`config.mk`:
```
export PLATFORM = sky130hd
export DESIGN_NAME = rv32_mod_lsu_queued
export DESIGN_NICKNAME = d
export VERILOG_FILES = /design/src/rtl/rv32_pkg_lsu.sv /design/src/rtl/rv32_mod_sync_fifo.sv /design/src/rtl/rv32_mod_lsu_queued.sv
export SDC_FILE = /design/constraint.sdc
export NUM_CORES = 1
export LEC_CHECK = 0
export CAP_MARGIN = 20
export CORE_MARGIN = 2
export CORE_UTILIZATION = 50
export CTS_BUF_LIST = sky130_fd_sc_hd__clkbuf_2
export DETAILED_ROUTE_END_ITERATION = 16
export PLACE_DENSITY = 0.76
export SLEW_MARGIN = 20
export SYNTH_ARGS = -nofsm -noshare
export SYNTH_HDL_FRONTEND = slang
export SYNTH_SLANG_ARGS = --single-unit
```
`constraint.sdc`:
```
create_clock -name clk -period 5.4 [get_ports clk]
set_input_delay 1.62 -clock clk [delete_from_list [all_inputs] [get_ports clk]]
set_output_delay 1.62 -clock clk [all_outputs]
set_load 0.1 [all_outputs]
```
`src/rtl/rv32_pkg_lsu.sv`:
```
// Shared types and helpers for the queued RV32 load/store unit: request record,
// access sizes, FSM states, byte-lane mask and load-extension functions.
package rv32_pkg_lsu;

  typedef enum logic [1:0] {
    LSU_B = 2'b00,
    LSU_H = 2'b01,
    LSU_W = 2'b10,
    LSU_X = 2'b11
  } lsu_size_e;

  typedef enum logic [1:0] {
    ST_IDLE,
    ST_BEAT0,
    ST_BEAT1,
    ST_RESP
  } lsu_state_e;

  typedef struct packed {
    logic        wr;
    logic        sgn;
    lsu_size_e   size;
    logic [31:0] addr;
    logic [31:0] data;
  } lsu_req_t;

  // Byte-lane mask over two consecutive words; bits [7:4] belong to the second beat.
  function automatic logic [7:0] lsu_be8(input lsu_size_e size, input logic [1:0] off);
    logic [7:0] m;
    case (size)
      LSU_B:   m = 8'h01;
      LSU_H:   m = 8'h03;
      LSU_W:   m = 8'h0f;
      default: m = 8'h00;
    endcase
    return m << off;
  endfunction

  function automatic logic [31:0] lsu_extend(input logic [31:0] raw, input lsu_size_e size,
                                             input logic sgn);
    logic [31:0] r;
    case (size)
      LSU_B:   r = {{24{sgn & raw[7]}}, raw[7:0]};
      LSU_H:   r = {{16{sgn & raw[15]}}, raw[15:0]};
      default: r = raw;
    endcase
    return r;
  endfunction

endpackage

```
`src/rtl/rv32_mod_sync_fifo.sv`:
```
// Single-clock request queue with occupancy counter; storage is not reset,
// only the pointers and the counter are.
module rv32_mod_sync_fifo #(
  parameter int WIDTH = 8,
  parameter int DEPTH = 4
) (
  input  logic             clk,
  input  logic             rst,
  input  logic             push_i,
  input  logic [WIDTH-1:0] wdata_i,
  input  logic             pop_i,
  output logic [WIDTH-1:0] rdata_o,
  output logic             full_o,
  output logic             empty_o
);

  localparam int AW = $clog2(DEPTH);

  logic [WIDTH-1:0] mem_q [DEPTH];
  logic [AW-1:0]    wptr_q, rptr_q;
  logic [AW:0]      count_q;
  logic             do_push, do_pop;

  assign full_o  = (count_q == (AW + 1)'(DEPTH));
  assign empty_o = (count_q == '0);
  assign do_push = push_i && !full_o;
  assign do_pop  = pop_i && !empty_o;
  assign rdata_o = mem_q[rptr_q];

  always_ff @(posedge clk or posedge rst) begin
    if (rst) begin
      wptr_q  <= '0;
      rptr_q  <= '0;
      count_q <= '0;
    end else begin
      if (do_push) wptr_q <= wptr_q + 1'b1;
      if (do_pop)  rptr_q <= rptr_q + 1'b1;
      count_q <= count_q + (AW + 1)'(do_push) - (AW + 1)'(do_pop);
    end
  end

  always_ff @(posedge clk) begin
    if (do_push) mem_q[wptr_q] <= wdata_i;
  end

endmodule

```
`src/rtl/rv32_mod_lsu_queued.sv`:
```
// Queued load/store unit: buffers hart requests, issues them in order on the
// word-wide external bus, splitting word-crossing accesses into two beats.
module rv32_mod_lsu_queued
  import rv32_pkg_lsu::*;
#(
  parameter int DEPTH         = 4,
  parameter bit MISALIGNED_EN = 1'b1
) (
  input  logic        clk,
  input  logic        reset,
  input  logic        req,
  input  logic [3:0]  req_type,
  input  logic        wr,
  input  logic [31:0] address,
  input  logic [31:0] data_i,
  output logic [31:0] data_o,
  output logic        valid,
  output logic        error,
  output logic        stall,
  output logic        dext_req,
  output logic        dext_wr,
  input  logic        dext_ack,
  input  logic        dext_err,
  output logic [3:0]  dext_be,
  output logic [31:0] dext_addr,
  output logic [31:0] dext_do,
  input  logic [31:0] dext_di
);

  lsu_req_t    push_req, head;
  logic        fifo_full, fifo_empty, push, pop, unused_rsvd;
  lsu_state_e  state_q, state_d;
  logic        dext_req_q, dext_req_d, dext_wr_q, dext_wr_d;
  logic [3:0]  dext_be_q, dext_be_d, be_hi_q, be_hi_d;
  logic [31:0] dext_addr_q, dext_addr_d, dext_do_q, dext_do_d, do_hi_q, do_hi_d;
  logic        cur_wr_q, cur_wr_d, cur_sgn_q, cur_sgn_d, mis_q, mis_d, err_q, err_d;
  lsu_size_e   cur_size_q, cur_size_d;
  logic [1:0]  off_q, off_d;
  logic [31:0] lo_q, lo_d, hi_q, hi_d;
  logic        valid_q, valid_d, error_q, error_d;
  logic [31:0] data_o_q, data_o_d, head_dmask, resp_raw;
  logic [7:0]  head_be8;
  logic [63:0] head_win;
  logic        head_mis, head_bad;

  assign unused_rsvd = req_type[2];
  assign push_req    = '{wr: wr, sgn: req_type[3], size: lsu_size_e'(req_type[1:0]),
                         addr: address, data: data_i};
  assign push        = req && !fifo_full;
  assign stall       = fifo_full;

  rv32_mod_sync_fifo #(.WIDTH($bits(lsu_req_t)), .DEPTH(DEPTH)) u_fifo (
    .clk     (clk),
    .rst     (reset),
    .push_i  (push),
    .wdata_i (push_req),
    .pop_i   (pop),
    .rdata_o (head),
    .full_o  (fifo_full),
    .empty_o (fifo_empty)
  );

  always_comb begin
    case (head.size)
      LSU_B:   head_dmask = 32'h0000_00ff;
      LSU_H:   head_dmask = 32'h0000_ffff;
      default: head_dmask = 32'hffff_ffff;
    endcase
  end

  assign head_be8 = lsu_be8(head.size, head.addr[1:0]);
  assign head_win = {32'h0, head.data & head_dmask} << {head.addr[1:0], 3'b000};
  assign head_mis = |head_be8[7:4];
  assign head_bad = (head.size == LSU_X) || (head_mis && !MISALIGNED_EN);
  assign resp_raw = 32'({hi_q, lo_q} >> {off_q, 3'b000});

  // RESP dispatches the next head exactly like IDLE, so back-to-back requests have no bubble.
  always_comb begin
    state_d     = state_q;
    pop         = 1'b0;
    dext_req_d  = dext_req_q;
    dext_wr_d   = dext_wr_q;
    dext_be_d   = dext_be_q;
    dext_addr_d = dext_addr_q;
    dext_do_d   = dext_do_q;
    be_hi_d     = be_hi_q;
    do_hi_d     = do_hi_q;
    cur_wr_d    = cur_wr_q;
    cur_sgn_d   = cur_sgn_q;
    cur_size_d  = cur_size_q;
    off_d       = off_q;
    mis_d       = mis_q;
    err_d       = err_q;
    lo_d        = lo_q;
    hi_d        = hi_q;
    case (state_q)
      ST_IDLE, ST_RESP: begin
        state_d = ST_IDLE;
        if (!fifo_empty) begin
          pop        = 1'b1;
          cur_wr_d   = head.wr;
          cur_sgn_d  = head.sgn;
          cur_size_d = head.size;
          off_d      = head.addr[1:0];
          mis_d      = head_mis;
          if (head_bad) begin
            state_d = ST_RESP;
            err_d   = 1'b1;
          end else begin
            state_d     = ST_BEAT0;
            err_d       = 1'b0;
            dext_req_d  = 1'b1;
            dext_wr_d   = head.wr;
            dext_addr_d = {head.addr[31:2], 2'b00};
            dext_be_d   = head_be8[3:0];
            be_hi_d     = head_be8[7:4];
            dext_do_d   = head.wr ? head_win[31:0] : '0;
            do_hi_d     = head.wr ? head_win[63:32] : '0;
            hi_d        = '0;
          end
        end
      end
      ST_BEAT0: begin
        if (dext_err) begin
          state_d    = ST_RESP;
          err_d      = 1'b1;
          dext_req_d = 1'b0;
        end else if (dext_ack) begin
          lo_d = dext_di;
          if (mis_q) begin
            state_d     = ST_BEAT1;
            dext_addr_d = dext_addr_q + 32'd4;
            dext_be_d   = be_hi_q;
            dext_do_d   = do_hi_q;
          end else begin
            state_d    = ST_RESP;
            dext_req_d = 1'b0;
          end
        end
      end
      ST_BEAT1: begin
        if (dext_err) begin
          state_d    = ST_RESP;
          err_d      = 1'b1;
          dext_req_d = 1'b0;
        end else if (dext_ack) begin
          hi_d       = dext_di;
          state_d    = ST_RESP;
          dext_req_d = 1'b0;
        end
      end
      default: state_d = ST_IDLE;
    endcase
  end

  always_comb begin
    valid_d  = (state_q == ST_RESP) && !err_q;
    error_d  = (state_q == ST_RESP) && err_q;
    data_o_d = (valid_d && !cur_wr_q) ? lsu_extend(resp_raw, cur_size_q, cur_sgn_q) : '0;
  end

  always_ff @(posedge clk or posedge reset) begin
    if (reset) begin
      state_q     <= ST_IDLE;
      dext_req_q  <= 1'b0;
      dext_wr_q   <= 1'b0;
      dext_be_q   <= '0;
      dext_addr_q <= '0;
      dext_do_q   <= '0;
      err_q       <= 1'b0;
      valid_q     <= 1'b0;
      error_q     <= 1'b0;
      data_o_q    <= '0;
    end else begin
      state_q     <= state_d;
      dext_req_q  <= dext_req_d;
      dext_wr_q   <= dext_wr_d;
      dext_be_q   <= dext_be_d;
      dext_addr_q <= dext_addr_d;
      dext_do_q   <= dext_do_d;
      err_q       <= err_d;
      valid_q     <= valid_d;
      error_q     <= error_d;
      data_o_q    <= data_o_d;
    end
  end

  always_ff @(posedge clk) begin
    be_hi_q    <= be_hi_d;
    do_hi_q    <= do_hi_d;
    cur_wr_q   <= cur_wr_d;
    cur_sgn_q  <= cur_sgn_d;
    cur_size_q <= cur_size_d;
    off_q      <= off_d;
    mis_q      <= mis_d;
    lo_q       <= lo_d;
    hi_q       <= hi_d;
  end

  assign data_o    = data_o_q;
  assign valid     = valid_q;
  assign error     = error_q;
  assign dext_req  = dext_req_q;
  assign dext_wr   = dext_wr_q;
  assign dext_be   = dext_be_q;
  assign dext_addr = dext_addr_q;
  assign dext_do   = dext_do_q;

endmodule

```
After elaboration in Yosys (flattened, before gate mapping) --
Memories as Yosys holds them, arrays and structs flattened. Cells that the tools add are included.
Word-level totals: memory bits (writable) 272, register bits 221, logic and storage cells 135, memories kept 1, input bits 106, output and inout port bits 105
Memories:
- u_fifo.mem_q | words 4, width 68, rd ports 1, clocked after memory_dff 0, write ports 1, RTL line rv32_mod_sync_fifo.sv:19 | logic [WIDTH-1:0] mem_q [DEPTH];
Cells by class: bitwise gates (word level) 6, equality and inequality tests 19, add/subtract/negate cells 5, multiplexer cells 52, reductions and logical operators 27, shift-type cells 3
Operators by type and width (number):
- $mux W32 | 16
- $pmux W32 S2 | 5
- $shl A32 B5 Y64 | 1
- $shr A64 B5 Y32 | 1
- $add A32 B3 Y32 const B | 1
- $and A32 B32 Y32 | 1
- $mux W4 | 5
- $mux W1 | 15
- $ne A2 B2 Y1 const B | 7
- $mux W2 | 6
- $pmux W4 S3 | 1
- $reduce_and A5 Y1 | 2
- $ne A3 B3 Y1 const B | 3
- $eq A2 B2 Y1 const B | 4
- $pmux W4 S2 | 1
- $shl A8 B2 Y8 | 1
- $eq A2 B1 Y1 const B | 3
- $logic_and A1 B1 Y1 | 6
- $logic_not A2 Y1 | 3
- $pmux W2 S3 | 1
- $reduce_and A2 Y1 | 3
- $reduce_and A3 Y1 | 2
- $reduce_and A6 Y1 | 1
- $add A2 B1 Y2 const B | 2
- 13 further kinds | 21

Depth between registers and ports, before layout --
An unclocked memory read counts as a cell.
depth after elaboration 9, mapped depth 14, depth with buffers taken out 11

Modules after synthesis --
Synthesis repeated with hierarchy kept, for this count alone.
Unflattened totals: cells, all modules 1267, area, all modules 19715.2 um2
Modules (own cells, without submodules):
- rv32_mod_sync_fifo | times used 1, cells each 398, sequential area each 8343.0 um2, area an instance 10359.9 um2
- rv32_mod_lsu_queued | times used 1, cells each 869, sequential area each 5330.1 um2, area an instance 9355.2 um2

Worst setup path before layout --
OpenSTA, ideal clock, no wires.
kind input-to-reg, start point input port dext_err, end point register lo_q[0] (enable), setup time 468 ps, buffers on the path 0, data required time 4932 ps, cell stages on the path 1, slack 909 ps, data arrival time 4023 ps, cells stage by stage nor3b_1
Between the ends: cells in the longest elaborated chain, start to end 2
Ends and longest elaborated chain:
- start, declared | RTL line rv32_mod_lsu_queued.sv:23 | input logic dext_err,
- $not A1 Y1 (no line)
- $reduce_and A3 Y1 (no line)
- end signal, assigned | RTL line rv32_mod_lsu_queued.sv:196 | lo_q <= lo_d;
- end, declared | RTL line rv32_mod_lsu_queued.sv:39 | logic [31:0] lo_q, lo_d, hi_q, hi_d;
No other way between the ends. A chain may end at the register's enable or synchronous reset.

Worst setup path in the final report --
start point register u_fifo.count_q[1], end point output port stall
Between the ends: cells in the longest elaborated chain, start to end 1
Ends and longest elaborated chain:
- start, declared | RTL line rv32_mod_sync_fifo.sv:21 | logic [AW:0] count_q;
- start signal, assigned | RTL line rv32_mod_sync_fifo.sv:38 | count_q <= count_q + (AW + 1)'(do_push) - (AW + 1)'(do_pop);
- $eq A3 B3 Y1 | RTL line rv32_mod_sync_fifo.sv:24 | assign full_o = (count_q == (AW + 1)'(DEPTH));
- end, declared | RTL line rv32_mod_lsu_queued.sv:19 | output logic stall,
No other way between the ends.

==> flow_summary.yaml <==
place:
  numPortBuffers: 207
  finalWeightedCongestion: 0.9027
  dp_cells: 1897
  dp_hpwl_um: 29580
min_path:
  hold_path_class: "reg -> reg"
worst_setup_path:
  path_class: "reg -> out"
  critPathMaxFanout: 5
  critPathLaunchType: "flip-flop"
  critPathArrivalTime_ns: 3.00
  required_ns: 3.78
  end_kind: "output pin"
synthesis:
  synth_edf_count: 362
  yosys.area.top_type: "edfxtp_1"
  syn_area_per_cell_um2: 16.09
  ys_seq_area_share_pct: 69.08
  ys.warnings.count: 0
  synth_top_area_share_pct: 54.92
  syn_inst: 1230
  synthTopCellsByArea: "edfxtp_1, dfrtp_1, mux4_2"
  async_reset_ff_share_pct: 23.63
  synth_ff_type: "edfxtp_1"
  syn-cell-area_mm2: 0.01979
  synth.distinct_cells: 64
  ys_ff_latch: 474
pwr:
  p_int_mw: 8.602
  clkPwrFrac_pct: 15.3
  p_leak_nw: 8.590
  seq_power_share_pct: 36.3
  power_density_mw_per_mm2: 663.5
  pwr-share-comb_pct: 48.4
  vdd_drop_max_mv: 0.3877
  p_sw_mw: 6.959
  p_sw_share_pct: 44.72
clock_tree:
  htree_levels: 3
  cts-buffers-inserted: 114
  clock_path_buffers: 3
  clock_sinks: 474
  clk-insertion-delay-late_ns: 1.08
  hold_buffers: 0
  cts_resized: 0
  cts_tree: "done"
  clkTransAtPathRegs_ns: 0.11
  cts_setup_buffers: 0
  root_buffer: "clkbuf_2"
floorplanning:
  fp.dieW_um: 203.0
  die_h_um: 203.0
  rows: 72
  dieArea_mm2: 0.04119
  start_util_pct: 50.98
  io_pins: 211
  core-area_mm2: 0.03883
timing:
  finClkSkew_ns: 0.1090
  tightest_slew_ns: 1.131
  final.period_utilization_pct: 85.50
  setup_viol: 0
  maxSlewViolCount: 0
  rsz0062_at_grt: "false"
  period_needed_ns: 4.617
  maxSlewHeadroom_pct: 24.36
  finalHoldViolations: 0
  fmax_mhz: 216.6
  finalSetupTns_ns: 0
detailed_routing:
  firstDrtPassIters: 5
  via_per_inst: 5.670
  drc_errors: 0
  wl_per_cell_um: 21.28
  drtAntennaViolNets: 0
  drt-total-wl_um: 45060
  first_iter_violations: 1008
  vias: 12000
final_layout:
  nets: 1617
  stdcell_count: 2117
  syn_to_final_growth_pct: 18.50
  drive_gt1_share_pct: 21.27
outcome:
  status: "completed"
flow_run:
  drv_cap: 0
global_route:
  track_usage_pct: 22.32
  grt_max_degree: 69
  antenna_found_initial: 5
  grt_pass1_vias: 12320
  grt_pass1_wl_um: 69920
  grt_overflow: 0
==> cell usage after synthesis (16+ instances only) <==
cell / instances
inv_1: 37
clkbuf_1: 32
mux4_2: 99
nor2_1: 45
edfxtp_1: 362
buf_2: 26
dfrtp_1: 112
nand2_1: 85
o22ai_1: 16
a21oi_1: 64
nand3_1: 21
o21ai_1: 19
and2_1: 40
o21ai_0: 34
a2bb2oi_1: 21
==> layer usage <==
layer | up-vias | global-route usage, % | part of all wire, %
li1 | 5405 | - | -
met1 | 5984 | 29.39 | 40
met2 | 515 | 36.14 | 49
met3 | 93 | 5.795 | 8.3
met4 | 6 | 8.107 | 2.5
met5 | - | 0 | 0.095
==> path summary, 6_finish.rpt <==
path	startpoint	end	slack, ns	cells after the start
min in group asynchronous	reset	dext_addr[21]	0.99	2
hold reg to reg	err_q	valid	0.42	1
hold / removal	err_q	valid	0.42	1
max in group asynchronous	reset	dext_addr[23]	3.46	3
setup reg to reg	u_fifo.rptr_q[0]	do_hi_q[0]	1.80	7
setup / recovery	u_fifo.count_q[1]	stall	0.78	2
==> sequential cells by signal, indices dropped and copies added (netlist names), 2 cells and up <==
signal and flops:
do_hi_q 24, lo_q 32, dext_addr 30, u_fifo.rptr_q 2
cur_size_q 2, u_fifo.mem_q 272, dext_be 4, dext_do 32
hi_q 24, state_q 2, off_q 2, u_fifo.count_q 3
u_fifo.wptr_q 2, be_hi_q 3, data_o 32
==> power groups by stage <==
stage	sequential (mW)	clock [mW]	combinational, mW
after floorplan	7.24	0	4.13
after global placement	5.69	0	7.41
after detailed placement	5.74	0	7.53
after CTS	5.66	2.45	7.56
after global routing	5.75	2.65	8.04
final	5.65	2.38	7.53
==> worst max-delay path, stage by stage (launching register included) <==
cell,delay [ns]
dfrtp_1,0.46
nor3b_1,0.33
clkdlybuf4s50_1,1.21
==> layout make-up <==
type | instances | area [um^2]
fill | 2951 | 15370
clock inverter | 34 | 193.9
inverter | 39 | 148.9
timing repair buffer | 228 | 2292
antenna | 5 | 12.51
clock buffer | 181 | 905.9
sequential | 474 | 13680
multi-input combinational | 638 | 5574
tap | 518 | 648.1
==> cell usage in the layout (no fill, tap or decap), drive strengths merged, types with 5 or more instances in the layout <==
master and count:
edfxtp 362, a31oi 7, clkbuf 181, nor2 45
nor3b 10, mux4 99, diode 5, and3 7
a2bb2oi 21, inv 38, xnor2 5, and2 41
nand4 11, mux2i 9, a221o 5, a21o 10
nand2b 11, o32ai 8, or2 5, dfrtp 112
buf 21, a22oi 11, a21oi 66, ha 15
mux2 11, a32oi 8, nor3 7, nor2b 15
nand3 21, o22ai 16, clkdlybuf4s50 207, clkinv 31
o21ai 53, nand2 85
==> cells by family after synthesis <==
group,share of synthesized area [%]
xor gates and xnor gates,0.2212
AOI/OAI and AO/OA,7.605
adders and majority gates,1.049
and+or+nand+nor,6.783
other,0.01895
buffers and inverters,2.876
muxes,12.36
DFF,69.08
==> through the flow <==
stage / util [%] / setup slack [ns] / hold WS, ns / power (mW) / cell area (um^2)
2_1_floorplan: - / 0.8210 / 0.4481 / 11.37 / 19800
3_3_place_gp: 57.54 / 1.333 / 0.4672 / 13.09 / 22340
3_5_place_dp: 57.54 / 1.253 / 0.4742 / 13.27 / 22340
4_1_cts: 60.37 / 0.6767 / 0.4221 / 15.66 / 23440
5_1_grt: 60.40 / 0.5202 / 0.4721 / 16.44 / 23450
6_report: 60.41 / 0.7829 / 0.4178 / 15.56 / 23450
No activity file was read; power rests on OpenSTA's default activity.
==> patch, RTL diff (config.mk and constraints unchanged) <==
Make the reset (`reset` and `rst`) synchronous in 2 clocked blocks.
--- a/src/rtl/rv32_mod_sync_fifo.sv
+++ b/src/rtl/rv32_mod_sync_fifo.sv
@@ -28,5 +28,5 @@
   assign rdata_o = mem_q[rptr_q];
 
-  always_ff @(posedge clk or posedge rst) begin
+  always_ff @(posedge clk) begin
     if (rst) begin
       wptr_q  <= '0;
--- a/src/rtl/rv32_mod_lsu_queued.sv
+++ b/src/rtl/rv32_mod_lsu_queued.sv
@@ -160,5 +160,5 @@
   end
 
-  always_ff @(posedge clk or posedge reset) begin
+  always_ff @(posedge clk) begin
     if (reset) begin
       state_q     <= ST_IDLE;
Check against the original RTL: differs if reset is asserted again (counterexample within 4 cycles, from zero or initial values and one cycle with reset high); with reset held inactive, the same outputs for 4 cycles.
==> patch against the original RTL <==
- total power fell by 19%
- sequential power is 8.3% lower
- setup slack worse by 260 ps
- sequential share of layout area fell by 1.1 points
- critical path type unchanged
- clock skew is 23 ps lower
- wire length down 1.6%
- final area down 2.0%
- sequential cell count increased by 2
- maximum frequency shrank 5.2%
- global-route usage decreased by 0.34 points
- area after synthesis down 2.2%
==> patch: results (changes against the original RTL) <==
----------------------------------------------------
[Run status]
  Outcome ... completed (unchanged)

[Drt]
  Via count normalized by instance count ... 5.74 (was 5.67)
  First DRT Iteration DRCs ... 773 (was 1008)
  Sum of routed wire length over all layers ... 44400 um (was 45100 um)

[Logic synthesis]
  Asr flop ratio synth ... 0% (was 23.6%)
  Largest cells by area after synthesis ... sky130_fd_sc_hd__edfxtp_1 56%, sky130_fd_sc_hd__dfxtp_1 12%, sky130_fd_sc_hd__mux4_2 11% (was sky130_fd_sc_hd__edfxtp_1 55%, sky130_fd_sc_hd__dfrtp_1 14%, sky130_fd_sc_hd__mux4_2 11%)
  Sequential cell area fraction in the yosys report ... 68.0% (was 69.1%)

[Cells and area]
  Fill cell count ... 2966 (was 2951)
  Count of multi-input combinational gates ... 655 (was 638)
  Total of clock buffers placed in the layout ... 185 (was 181)
  Multi-input combinational area share ... 25.0% (was 23.8%)
  Clock buffer and inverter area fraction after layout ... 4.74% (was 4.69%)
  Inverter count ... 20 (was 39)
  Sequential cell count of the final layout ... 476 (was 474)
  Repair and plain buffers ... 224 (was 228)
  Share of post-route cells with drive strength above 1 ... 21.6% (was 21.3%)
  Nets ... 1610 (was 1617)

[Power and ir drop]
  Power Density ... 550 mW/mm2 (was 663 mW/mm2)
  Worst ir drop on vdd ... 0.000388 V (about the same)
  Switch share ... 40.8% (was 44.7%)

[GRT]
  GR Util met2 ... 35.4% (was 36.1%)
  Met1 usage in global routing ... 28.5% (was 29.4%)
  GRT met3 Usage ... 5.37% (was 5.79%)
  Largest net degree at the start of global routing ... 65 (was 69)
  First-pass GRT wire length ... 68100 um (was 69900 um)

[Worst hold path]
  Hold Path Origin ... err_q (unchanged)

[Timing]
  Worst slew pin tran ... 1110 ps (was 1130 ps)
  Clock skew ... 86.4 ps (was 109 ps)

[Placement]
  Post-detailed-placement half-perimeter wirelength ... 28800 um (was 29600 um)
  Placer's final routability congestion estimate ... 0.885 (was 0.903)
  Cell Count Post-Placement ... 1893 (was 1897)

[Critical path]
  Largest fanout on the critical path ... 4 (was 5)
  Launch point of the worst path ... u_fifo.count_q[2] (was u_fifo.count_q[1])

[Clock tree]
  TritonCTS buffer count ... 112 (was 114)
  Clock network latency to the later pin of the worst-skew pair ... 1030 ps (was 1080 ps)

----------------------------------------------------
==> patch: power by group through the flow <==
stage | registers, mW | clock network [mW] | logic, mW
finish | 5.18 | 2.38 | 5.08
global route | 5.25 | 2.63 | 5.43
CTS | 5.18 | 2.45 | 5.09
detailed placement | 5.26 | 0 | 5.07
global placement | 5.22 | 0 | 5.01
floorplan | 6.20 | 0 | 2.79
==> patch: layer usage <==
| metal | up-vias | wire (um) |
|---|---|---|
| met1 | 6012 | 18100 |
| met5 | - | 13 |
| met2 | 517 | 21400 |
| met4 | 2 | 1330 |
| met3 | 106 | 3530 |
| li1 | 5458 | - |
==> patch: per-stage QoR <==
stage / worst slack, ps / hold slack [ps] / instance area, um2 / utilization, % / power (mW)
6_report: 528 / 488 / 23000 / 59.7 / 12.6
5_1_grt: 398 / 513 / 23000 / 59.7 / 13.3
4_1_cts: 371 / 508 / 23000 / 59.7 / 12.7
3_5_place_dp: 1180 / 459 / 21900 / 56.9 / 10.3
3_3_place_gp: 1220 / 454 / 21900 / 56.9 / 10.2
2_1_floorplan: 962 / 417 / 19400 / - / 8.99
==> patch: path summary, 6_finish.rpt <==
check                           slack (ps)    endpoint  cells past startpoint
worst min register to register         490       valid                      1
worst max-delay path                   530       stall                      2
worst min-delay path                   490       valid                      1
worst max register to register        2000  dext_do[1]                      7
==> patch: cells by family (layout without fill, tap and decap cells) <==
kind of cell	after synthesis	after routing	synth area share (%)
multiplexers	118	118	12.3
adder cells (fa/ha/maj)	15	15	1.01
AND/OR/NAND/NOR	287	287	7.83
AO/OA/AOI/OAI	226	226	8.03
other	1	6	0.0194
flip-flops	476	476	68.0
XOR/XNOR	7	7	0.317
buffers and inverters	104	454	2.51
